### src/rtl/mem_lsu_if.sv
// ============================================================================
// Module      : mem_lsu_if
// Description : Bundles the EX-side op handshake, the memory request bus and
//               the WB-side result handshake of the load/store unit.
//               master = the load/store unit, slave = its environment.
// Revision    : 1.0 - initial release
// ============================================================================
`default_nettype none

interface mem_lsu_if #(
  parameter int XLEN   = 32,
  parameter int ADDR_W = 16,
  parameter int REG_AW = 5
) ();

  // upstream (EX) op
  logic              in_valid;
  logic              in_ready;
  logic [XLEN-1:0]   in_rd_data;
  logic              in_rd_en;
  logic [REG_AW-1:0] in_rd_addr;
  logic              in_load;
  logic              in_store;
  logic [2:0]        in_funct3;
  logic [XLEN-1:0]   in_store_data;

  // memory bus
  logic              mem_req;
  logic              mem_we;
  logic [ADDR_W-1:0] mem_addr;
  logic [XLEN/8-1:0] mem_be;
  logic [XLEN-1:0]   mem_wdata;
  logic              mem_gnt;
  logic              mem_rvalid;
  logic [XLEN-1:0]   mem_rdata;

  // downstream (WB) result
  logic              out_valid;
  logic              out_ready;
  logic [XLEN-1:0]   out_rd_data;
  logic              out_rd_en;
  logic [REG_AW-1:0] out_rd_addr;
  logic              out_misalign;

  modport master (
    input  in_valid, in_rd_data, in_rd_en, in_rd_addr, in_load, in_store,
           in_funct3, in_store_data,
    output in_ready,
    output mem_req, mem_we, mem_addr, mem_be, mem_wdata,
    input  mem_gnt, mem_rvalid, mem_rdata,
    output out_valid, out_rd_data, out_rd_en, out_rd_addr, out_misalign,
    input  out_ready
  );

  modport slave (
    output in_valid, in_rd_data, in_rd_en, in_rd_addr, in_load, in_store,
           in_funct3, in_store_data,
    input  in_ready,
    input  mem_req, mem_we, mem_addr, mem_be, mem_wdata,
    output mem_gnt, mem_rvalid, mem_rdata,
    input  out_valid, out_rd_data, out_rd_en, out_rd_addr, out_misalign,
    output out_ready
  );

endinterface

`default_nettype wire

### src/rtl/mem_lsu.sv
// ============================================================================
// Module      : mem_lsu
// Description : Single-outstanding load/store unit between EX and WB.
//               Captures one op, issues at most one memory request, aligns
//               and extends load data, and holds the result until WB takes it.
//               Optional macro LSU_MISALIGN_TRAP_EN: misaligned accesses are
//               flagged on out_misalign instead of being silently aligned.
// Revision    : 1.0 - initial release
// ============================================================================
`default_nettype none

module mem_lsu #(
  parameter int XLEN   = 32,
  parameter int ADDR_W = 16,
  parameter int REG_AW = 5
) (
  input  logic      clk,
  input  logic      rst,
  mem_lsu_if.master bus
);

  localparam int c_BW   = XLEN / 8;
  localparam int c_OFFW = $clog2(c_BW);

  localparam logic [1:0] c_IDLE = 2'd0;
  localparam logic [1:0] c_REQ  = 2'd1;
  localparam logic [1:0] c_WAIT = 2'd2;
  localparam logic [1:0] c_HOLD = 2'd3;

  localparam logic [c_BW-1:0] c_BE_B = c_BW'(1);
  localparam logic [c_BW-1:0] c_BE_H = c_BW'(3);
  localparam logic [c_BW-1:0] c_BE_W = c_BW'(15);
  localparam logic [c_BW-1:0] c_BE_D = '1;

  logic [1:0]        r_state;
  logic [1:0]        w_next;
  logic              w_in_ready;
  logic              w_accept;

  // decode of the op being offered
  logic              w_is_store;
  logic              w_is_mem;
  logic [1:0]        w_size;
  logic              w_supported;
  logic [c_OFFW-1:0] w_off;
  logic [c_OFFW-1:0] w_off_al;
  logic              w_trap;
  logic              w_go_req;
  logic [ADDR_W-1:0] w_addr_al;
  logic [c_BW-1:0]   w_be;
  logic [XLEN-1:0]   w_wdata;

  // captured op
  logic              r_we;
  logic [ADDR_W-1:0] r_addr;
  logic [c_BW-1:0]   r_be;
  logic [XLEN-1:0]   r_wdata;
  logic [2:0]        r_funct3;
  logic [c_OFFW-1:0] r_off;
  logic              r_rd_en;

  // result
  logic [XLEN-1:0]   r_out_rd_data;
  logic              r_out_rd_en;
  logic [REG_AW-1:0] r_out_rd_addr;
  logic              r_out_misalign;

  // load alignment
  logic [XLEN-1:0]   w_lane;
  logic [XLEN-1:0]   w_load_ext;

  assign w_in_ready = ((r_state == c_IDLE) || ((r_state == c_HOLD) && bus.out_ready)) && !rst;
  assign w_accept   = bus.in_valid && w_in_ready;

  // a store flag wins over a load flag
  assign w_is_store = bus.in_store;
  assign w_is_mem   = bus.in_store || bus.in_load;
  assign w_size     = bus.in_funct3[1:0];
  assign w_off      = bus.in_rd_data[c_OFFW-1:0];
  assign w_addr_al  = {bus.in_rd_data[ADDR_W-1:c_OFFW], {c_OFFW{1'b0}}};

  // classify funct3 as a legal size/sign code for this op kind
  always_comb begin
    w_supported = 1'b0;
    if (w_is_store) begin
      case (bus.in_funct3)
        3'b000, 3'b001, 3'b010: w_supported = 1'b1;
        3'b011:                 w_supported = (XLEN == 64);
        default:                w_supported = 1'b0;
      endcase
    end else begin
      case (bus.in_funct3)
        3'b000, 3'b001, 3'b010,
        3'b100, 3'b101, 3'b110: w_supported = 1'b1;
        3'b011:                 w_supported = (XLEN == 64);
        default:                w_supported = 1'b0;
      endcase
    end
  end

  // clear offset bits below the access size; a difference from w_off means misaligned
  always_comb begin
    w_off_al = w_off;
    case (w_size)
      2'd1:    w_off_al[0]   = 1'b0;
      2'd2:    w_off_al[1:0] = 2'b00;
      2'd3:    w_off_al      = '0;
      default: w_off_al      = w_off;
    endcase
  end

`ifdef LSU_MISALIGN_TRAP_EN
  assign w_trap = w_is_mem && w_supported && (w_off != w_off_al);
`else
  assign w_trap = 1'b0;
`endif

  assign w_go_req = w_is_mem && w_supported && !w_trap;

  // store byte enables and lane-replicated write data
  always_comb begin
    case (w_size)
      2'd0: begin
        w_be    = c_BE_B << w_off_al;
        w_wdata = {c_BW{bus.in_store_data[7:0]}};
      end
      2'd1: begin
        w_be    = c_BE_H << w_off_al;
        w_wdata = {(XLEN/16){bus.in_store_data[15:0]}};
      end
      2'd2: begin
        w_be    = c_BE_W << w_off_al;
        w_wdata = {(XLEN/32){bus.in_store_data[31:0]}};
      end
      default: begin
        w_be    = c_BE_D;
        w_wdata = bus.in_store_data;
      end
    endcase
  end

  // pick the addressed lane out of the returned word and extend it
  assign w_lane = bus.mem_rdata >> {r_off, 3'b000};

  always_comb begin
    case (r_funct3)
      3'b000:  w_load_ext = XLEN'($signed(w_lane[7:0]));
      3'b001:  w_load_ext = XLEN'($signed(w_lane[15:0]));
      3'b010:  w_load_ext = XLEN'($signed(w_lane[31:0]));
      3'b100:  w_load_ext = XLEN'(w_lane[7:0]);
      3'b101:  w_load_ext = XLEN'(w_lane[15:0]);
      3'b110:  w_load_ext = XLEN'(w_lane[31:0]);
      default: w_load_ext = w_lane;
    endcase
  end

  // state register
  always_ff @(posedge clk) begin
    if (rst) r_state <= c_IDLE;
    else     r_state <= w_next;
  end

  // next-state logic
  always_comb begin
    w_next = r_state;
    case (r_state)
      c_IDLE: if (w_accept) w_next = w_go_req ? c_REQ : c_HOLD;
      c_REQ:  if (bus.mem_gnt) w_next = r_we ? c_HOLD : c_WAIT;
      c_WAIT: if (bus.mem_rvalid) w_next = c_HOLD;
      c_HOLD: begin
        if (bus.out_ready) begin
          if (w_accept) w_next = w_go_req ? c_REQ : c_HOLD;
          else          w_next = c_IDLE;
        end
      end
      default: w_next = c_IDLE;
    endcase
  end

  // capture accepted ops and load results; out_* only change while not in HOLD
  always_ff @(posedge clk) begin
    if (rst) begin
      r_we           <= 1'b0;
      r_addr         <= '0;
      r_be           <= '0;
      r_wdata        <= '0;
      r_funct3       <= 3'b000;
      r_off          <= '0;
      r_rd_en        <= 1'b0;
      r_out_rd_data  <= '0;
      r_out_rd_en    <= 1'b0;
      r_out_rd_addr  <= '0;
      r_out_misalign <= 1'b0;
    end else if (w_accept) begin
      r_we           <= w_is_store;
      r_addr         <= w_addr_al;
      r_be           <= w_be;
      r_wdata        <= w_wdata;
      r_funct3       <= bus.in_funct3;
      r_off          <= w_off_al;
      r_rd_en        <= bus.in_rd_en;
      r_out_rd_data  <= (!w_is_mem && bus.in_rd_en) ? bus.in_rd_data : '0;
      r_out_rd_en    <= bus.in_rd_en && !w_trap;
      r_out_rd_addr  <= bus.in_rd_addr;
      r_out_misalign <= w_trap;  // constant 0 when the trap is compiled out
    end else if ((r_state == c_WAIT) && bus.mem_rvalid) begin
      r_out_rd_data  <= r_rd_en ? w_load_ext : '0;
    end
  end

  // state-decoded outputs; the request bus is zero outside REQ
  always_comb begin
    bus.in_ready  = w_in_ready;
    bus.mem_req   = (r_state == c_REQ);
    bus.mem_we    = (r_state == c_REQ) && r_we;
    bus.mem_addr  = (r_state == c_REQ) ? r_addr  : '0;
    bus.mem_be    = (r_state == c_REQ) ? r_be    : '0;
    bus.mem_wdata = (r_state == c_REQ) ? r_wdata : '0;
    bus.out_valid = (r_state == c_HOLD);
  end

  assign bus.out_rd_data  = r_out_rd_data;
  assign bus.out_rd_en    = r_out_rd_en;
  assign bus.out_rd_addr  = r_out_rd_addr;
  assign bus.out_misalign = r_out_misalign;

endmodule

`default_nettype wire

### src/flat_wrapper.sv
// flat-port wrapper written by rule: the top's interface ports become plain ports
module mem_lsu_flat 
#(
  parameter int XLEN   = 32,
  parameter int ADDR_W = 16,
  parameter int REG_AW = 5
)
  (clk, rst, bus_in_valid, bus_in_rd_data, bus_in_rd_en, bus_in_rd_addr, bus_in_load, bus_in_store, bus_in_funct3, bus_in_store_data, bus_in_ready, bus_mem_req, bus_mem_we, bus_mem_addr, bus_mem_be, bus_mem_wdata, bus_mem_gnt, bus_mem_rvalid, bus_mem_rdata, bus_out_valid, bus_out_rd_data, bus_out_rd_en, bus_out_rd_addr, bus_out_misalign, bus_out_ready);
  mem_lsu_if #(.XLEN(XLEN), .ADDR_W(ADDR_W), .REG_AW(REG_AW)) bus_i ();
  input  logic clk;
  input  logic rst;
  input wire logic [$bits(bus_i.in_valid)-1:0] bus_in_valid;
  input wire logic [$bits(bus_i.in_rd_data)-1:0] bus_in_rd_data;
  input wire logic [$bits(bus_i.in_rd_en)-1:0] bus_in_rd_en;
  input wire logic [$bits(bus_i.in_rd_addr)-1:0] bus_in_rd_addr;
  input wire logic [$bits(bus_i.in_load)-1:0] bus_in_load;
  input wire logic [$bits(bus_i.in_store)-1:0] bus_in_store;
  input wire logic [$bits(bus_i.in_funct3)-1:0] bus_in_funct3;
  input wire logic [$bits(bus_i.in_store_data)-1:0] bus_in_store_data;
  output wire logic [$bits(bus_i.in_ready)-1:0] bus_in_ready;
  output wire logic [$bits(bus_i.mem_req)-1:0] bus_mem_req;
  output wire logic [$bits(bus_i.mem_we)-1:0] bus_mem_we;
  output wire logic [$bits(bus_i.mem_addr)-1:0] bus_mem_addr;
  output wire logic [$bits(bus_i.mem_be)-1:0] bus_mem_be;
  output wire logic [$bits(bus_i.mem_wdata)-1:0] bus_mem_wdata;
  input wire logic [$bits(bus_i.mem_gnt)-1:0] bus_mem_gnt;
  input wire logic [$bits(bus_i.mem_rvalid)-1:0] bus_mem_rvalid;
  input wire logic [$bits(bus_i.mem_rdata)-1:0] bus_mem_rdata;
  output wire logic [$bits(bus_i.out_valid)-1:0] bus_out_valid;
  output wire logic [$bits(bus_i.out_rd_data)-1:0] bus_out_rd_data;
  output wire logic [$bits(bus_i.out_rd_en)-1:0] bus_out_rd_en;
  output wire logic [$bits(bus_i.out_rd_addr)-1:0] bus_out_rd_addr;
  output wire logic [$bits(bus_i.out_misalign)-1:0] bus_out_misalign;
  input wire logic [$bits(bus_i.out_ready)-1:0] bus_out_ready;
  assign bus_i.in_valid = bus_in_valid;
  assign bus_i.in_rd_data = bus_in_rd_data;
  assign bus_i.in_rd_en = bus_in_rd_en;
  assign bus_i.in_rd_addr = bus_in_rd_addr;
  assign bus_i.in_load = bus_in_load;
  assign bus_i.in_store = bus_in_store;
  assign bus_i.in_funct3 = bus_in_funct3;
  assign bus_i.in_store_data = bus_in_store_data;
  assign bus_in_ready = bus_i.in_ready;
  assign bus_mem_req = bus_i.mem_req;
  assign bus_mem_we = bus_i.mem_we;
  assign bus_mem_addr = bus_i.mem_addr;
  assign bus_mem_be = bus_i.mem_be;
  assign bus_mem_wdata = bus_i.mem_wdata;
  assign bus_i.mem_gnt = bus_mem_gnt;
  assign bus_i.mem_rvalid = bus_mem_rvalid;
  assign bus_i.mem_rdata = bus_mem_rdata;
  assign bus_out_valid = bus_i.out_valid;
  assign bus_out_rd_data = bus_i.out_rd_data;
  assign bus_out_rd_en = bus_i.out_rd_en;
  assign bus_out_rd_addr = bus_i.out_rd_addr;
  assign bus_out_misalign = bus_i.out_misalign;
  assign bus_i.out_ready = bus_out_ready;
  mem_lsu #(.XLEN(XLEN), .ADDR_W(ADDR_W), .REG_AW(REG_AW)) u_core (.clk(clk), .rst(rst), .bus(bus_i));
endmodule
### config.mk
export PLATFORM = sky130hd
export DESIGN_NAME = mem_lsu_flat
export DESIGN_NICKNAME = d
export VERILOG_FILES = /design/src/rtl/mem_lsu_if.sv /design/src/rtl/mem_lsu.sv /design/src/flat_wrapper.sv
export SDC_FILE = /design/constraint.sdc
export NUM_CORES = 1
export LEC_CHECK = 0
export ABC_AREA = 1
export CORE_UTILIZATION = 45
export DETAILED_ROUTE_END_ITERATION = 8
export PLACE_DENSITY = 0.84
export SLEW_MARGIN = 20
export SYNTH_ARGS = -nofsm -noshare
export SYNTH_HDL_FRONTEND = slang
export SYNTH_SLANG_ARGS = --single-unit
### constraint.sdc
create_clock -name clk -period 2.1 [get_ports clk]
set_input_delay 0.63 -clock clk [delete_from_list [all_inputs] [get_ports clk]]
set_output_delay 0.63 -clock clk [all_outputs]
set_load 0.01 [all_outputs]
* Word level (Yosys, flattened, before mapping)
Index checks and enable logic that the tools add are counted.
Word-level totals: register bits after elaboration 96, word-level logic and storage cells 76
Cells by class: equality and inequality tests 18, shift operators 4, mux-type cells 23, reduce and logical (&&, ||, !) cells 21
Operators with widths (number):
- $mux 32 | 5
- $pmux 32 s4 | 1
- $pmux 32 s2 | 1
- $shr 32x5->32 | 1
- $mux 16 | 1
- $eq 3x3->1 const B | 5
- $mux 2 | 6
- $pmux 4 s3 | 1
- $eq 2x2->1 const B | 4
- $pmux 2 s4 | 1
- $logic_and 1x1->1 | 7
- $eq 3x1->1 const B | 2
- $logic_not 3->1 | 2
- $mux 1 | 6
- $ne 2x1->1 const B | 3
- $reduce_or 3->1 | 2
- $reduce_or 6->1 | 1
- $eq 2x1->1 const B | 2
- $logic_not 2->1 | 2
- $mux 4 | 1
- $reduce_and 4->1 | 1
- $shl 1x2->4 const A | 1
- $shl 2x2->4 const A | 1
- $shl 4x2->4 const A | 1
- other kinds (6) | 8

* Longest topological paths before layout
word-level depth 9, depth in mapped cells 12, depth with buffers taken out 10

* Worst setup path after synthesis
OpenSTA, ideal clock, no wires.
path type in2reg, from in bus_in_funct3[1], to reg u_core.r_wdata[20], setup time 87 ps, data arrival time 1727 ps, data required time 2013 ps, setup slack 286 ps, stages 7, buffers on the path 2, path through inv_1 ha_1 buf_2 nor2_2 clkbuf_1 a21oi_1 o31ai_1
On the way: longest elaborated chain between the ends 2, elaborated cells between the ends (all ways) 3, classes of those cells 1 x eq/ne; 1 x mux; 1 x reduce/logical
RTL lines:
- start, declared | line flat_wrapper.sv:18 | input wire logic [$bits(bus_i.in_funct3)-1:0] bus_in_funct3;
- $eq 2x1->1 or $logic_not 2->1 (tied branches) | line mem_lsu.sv:122 | case (w_size)
- $pmux 32 s2 * | line mem_lsu.sv:122
- end signal, assigned | line mem_lsu.sv:198 | r_wdata <= w_wdata;
- end, declared | line mem_lsu.sv:57 | logic [XLEN-1:0] r_wdata;
Mark *: on every way between the ends. The rest lies on a longest branch, timed or not. A chain may end at the register's enable or synchronous reset.

* Final worst setup path
from reg u_core.r_state[1], to out bus_mem_wdata[27]
On the way: longest elaborated chain between the ends 2
RTL lines:
- start, declared | line mem_lsu.sv:35 | logic [1:0] r_state;
- start signal, assigned | line mem_lsu.sv:159 | if (rst) r_state <= c_IDLE;
- start signal, assigned | line mem_lsu.sv:160 | else r_state <= w_next;
- $eq 2x1->1 | line mem_lsu.sv:218 | bus.mem_wdata = (r_state == c_REQ) ? r_wdata : '0;
- $mux 32 | line mem_lsu.sv:218
- end, declared | line flat_wrapper.sv:25 | output wire logic [$bits(bus_i.mem_wdata)-1:0] bus_mem_wdata;
No other way between the ends.

==> flow_summary_export.csv <==
group,metric,value,unit
worst_setup_path,path_max_fanout,26,
clocking,clk_path_buf_depth,2,
worst_setup_path,crit_type,"reg -> out",
sta,whs,455,ps
sta,min_period_over_period,97.4,%
sta,fin_skew,6.72,ps
sta,min_period,2050,ps
detailed_routing,dr.pass1.iters,6,
finish,nets,1214,
yosys,synth_compound_area_share,20.2,%
finish,area_growth_syn_to_layout,47.7,%
die,dieArea,0.0128,mm2
power_and_ir_drop,cellLeakagePower,0.00383,uW
finish,mostFrequentLayoutCell,"nand2_1",
detailed_routing,wl_met3,1530,um
run_status,run_status,"finished, final reports clean",
finish,diodes,0,
clocking,cts.htree.levels,3,
place,portBuffers,204,
power_and_ir_drop,power.total,7220,uW
yosys,syn_inst,887,
global_route,grt_usage,28.0,%
yosys,ys_types,32,
die,placementRows,40,
power_and_ir_drop,power.internal,4530,uW
yosys,syn_area_per_cell,6.26,um2
yosys,ys_seq_elements,96,
yosys,synth-seq-area-share,34.6,%
global_route,grt_first_pass_wirelength,28300,um
worst_setup_path,r2r_start,"u_core.r_state[0]",
sta,rsz0062_at_grt,"true",
die,die_x,113,um
place,gp_congestion,0.932,
finish,nFillCells,1037,
worst_hold_path,hold_class,"reg -> reg",
place,dp_hpwl,13200,um
worst_setup_path,slowest_stage,"dfxtp_2",
power_and_ir_drop,p_switching,2690,uW
finish,final_util,68.3,%
power_and_ir_drop,switching_share,37.3,%
detailed_routing,routed-via-count,6465,
worst_setup_path,crit_path_end_kind,"output port",
die,start_util,46.2,%
worst_setup_path,startpoint,"u_core.r_state[1]",
detailed_routing,routed_wl,17900,um
clocking,cts-root-buf,"clkbuf_16",
worst_setup_path,cp_cell_sequence,"inv_2, nand2_4, buf_12, nor2_1, dlygate4sd2_1",
yosys,synthMuxAreaShare,0,%
clocking,cts_buffers,9,
worst_setup_path,arrival,1420,ps
worst_setup_path,max_stage_delay,320,ps
detailed_routing,wl_met1,7830,um
yosys,synth_area,0.00555,mm2
global_route,grt_pass1_vias,5786,
clocking,clk_latency,350,ps
detailed_routing,ant_nets,0,
worst_setup_path,cp_data_required_time,1470,ps
detailed_routing,drc,0,
die,io_pins,208,
global_route,grt_max_degree,78,
yosys,yosysWarnings,0,
yosys,synthSimpleGateAreaFrac,29.2,%
global_route,antenna_found_initial,0,
worst_setup_path,worst_setup_path_start_kind,"register",
clocking,path_clk_slew,70,ps
run,cap_violations,0,
sta,fmax,0.489,GHz
yosys,synthAdderAreaFrac,1.35,%
power_and_ir_drop,ir_drop,0.427,mV
finish,drive_above_1_share,9.00,%
clocking,cts.sinks,96,
worst_hold_path,hold_start,"u_core.r_wdata[0]",
power_and_ir_drop,power_density,880,mW/mm2
yosys,synth_xor_area_share,0,%
sta,final-hold-violation-count,0,
clocking,tritoncts,"done",
finish,final_cell_mix,"204 x nand2_1, 148 x clkdlybuf4s50_1, 114 x inv_1, 114 x nor2_1, 94 x dfxtp_1",
sta,tightest_slew,753,ps
sta,setup_violations,0,
detailed_routing,detail_route.wl_per_cell,14.3,um
power_and_ir_drop,power_frac_comb,44.6,%
sta,final_max_slew_viol_count,0,
die,coreArea,0.0120,mm2
detailed_routing,drtIter0Drc,715,
die,die_h,113,um
power_and_ir_drop,p_clk_share,21.5,%
power_and_ir_drop,seq_power_share,33.9,%
yosys,synth_top_family_by_area,"simple AND/OR/NAND/NOR gates",
detailed_routing,vias_per_cell,5.18,
global_route,overflow,0,
detailed_routing,wl_met2,8050,um
sta,relSlewSlack,49.8,%
detailed_routing,highest_layer,"met4",
==> path summary, 6_finish.rpt <==
check	slack, ps	cells after the start	endpoint
setup / recovery	50	5	bus_mem_wdata[27]
hold / removal	450	2	u_core.r_wdata[0]
hold reg to reg	450	2	u_core.r_wdata[0]
setup reg to reg	430	9	u_core.bus.out_rd_data[13]
==> cell families (layout without fill, tap and decap cells) <==
| group | Yosys count | in the layout |
|---|---|---|
| AO/OA/AOI/OAI | 207 | 207 |
| adder cells (fa/ha/maj) | 6 | 6 |
| buffers and inverters | 185 | 396 |
| flip-flops | 96 | 96 |
| other | 1 | 3 |
| AND/OR/NAND/NOR | 392 | 392 |
==> layout make-up <==
class | instances | area, um2 | share of cell area, %
Clock inverter | 5 | 32.5 | 0.397
Tap cell | 147 | 184 | 2.24
Timing Repair Buffer | 257 | 2500 | 30.4
Inverter | 123 | 470 | 5.74
Multi-Input combinational cell | 608 | 2850 | 34.8
Clock buffer | 11 | 243 | 2.96
Sequential cell | 96 | 1920 | 23.5
==> metrics by stage <==
| stage | area, um2 | std cells | setup WS, ps | setup TNS (ps) |
|---|---|---|---|---|
| 4_1_cts | 8160 | 1245 | 5.28 | 0 |
| 6_report | 8200 | 1247 | 53.9 | 0 |
| 3_3_place_gp | 7950 | 1229 | -485 | -9970 |
| 3_5_place_dp | 7950 | 1229 | -520 | -12470 |
| 2_1_floorplan | 5560 | 889 | 286 | 0 |
| 5_1_grt | 8200 | 1247 | -2.06 | -2.06 |
==> power groups by stage <==
| stage | Combinational, uW | Sequential (uW) | Clock, uW |
|---|---|---|---|
| 2_1_floorplan | 1710 | 2540 | 0 |
| 3_3_place_gp | 3180 | 2470 | 0 |
| 3_5_place_dp | 3230 | 2470 | 0 |
| 4_1_cts | 3190 | 2440 | 1570 |
| 5_1_grt | 3550 | 2500 | 1650 |
| 6_report | 3220 | 2450 | 1550 |
==> flip-flops by register name, indices dropped and copies added, names as in the netlist <==
| signal | count |
|---|---|
| u_core.r_addr | 14 |
| u_core.r_rd_en | 1 |
| u_core.bus.out_rd_addr | 5 |
| u_core.r_wdata | 32 |
| u_core.r_state | 2 |
| u_core.r_be | 4 |
| u_core.r_funct3 | 3 |
| u_core.r_off | 2 |
| u_core.r_we | 1 |
| u_core.bus.out_rd_data | 32 |
==> repair_timing <==
item	in CTS	in global routing
resized for setup	62	22
setup endpoints to repair	54	38
buffers inserted	0	1
hold buffers	0	0
pin swaps	1	2
cloned	0	1
==> synthesized netlist by cell type (all sizes together) <==
cell | count | share of area [%]
ha | 6 | 1.4
a21oi | 75 | 6.8
nand2 | 208 | 14
buf | 41 | 4.8
nand4 | 7 | 0.79
nand3 | 54 | 5.3
dfxtp | 96 | 35
a21boi | 1 | 0.14
inv | 122 | 8.3
clkinv | 1 | 0.068
o31ai | 16 | 2.2
nor3 | 1 | 0.090
o21ai | 90 | 8.1
conb | 1 | 0.068
a31oi | 17 | 1.9
or2 | 2 | 0.23
nor2 | 120 | 8.6
a22oi | 1 | 0.14
clkbuf | 21 | 1.4
a211oi | 6 | 0.81
o211ai | 1 | 0.14
==> layer usage <==
layer	vias up	global-route usage, %
met5	-	0
met4	0	11.2
met3	34	6.32
li1	3243	-
met1	2910	37.8
met2	278	43.4
==> critical path: cells and delay by family (launching register included) <==
family,cells,cell delay (ps)
AND/OR/NAND/NOR,2,200
flip-flops,1,320
buffers and inverters,3,520
No activity file was read; power rests on OpenSTA's default activity.
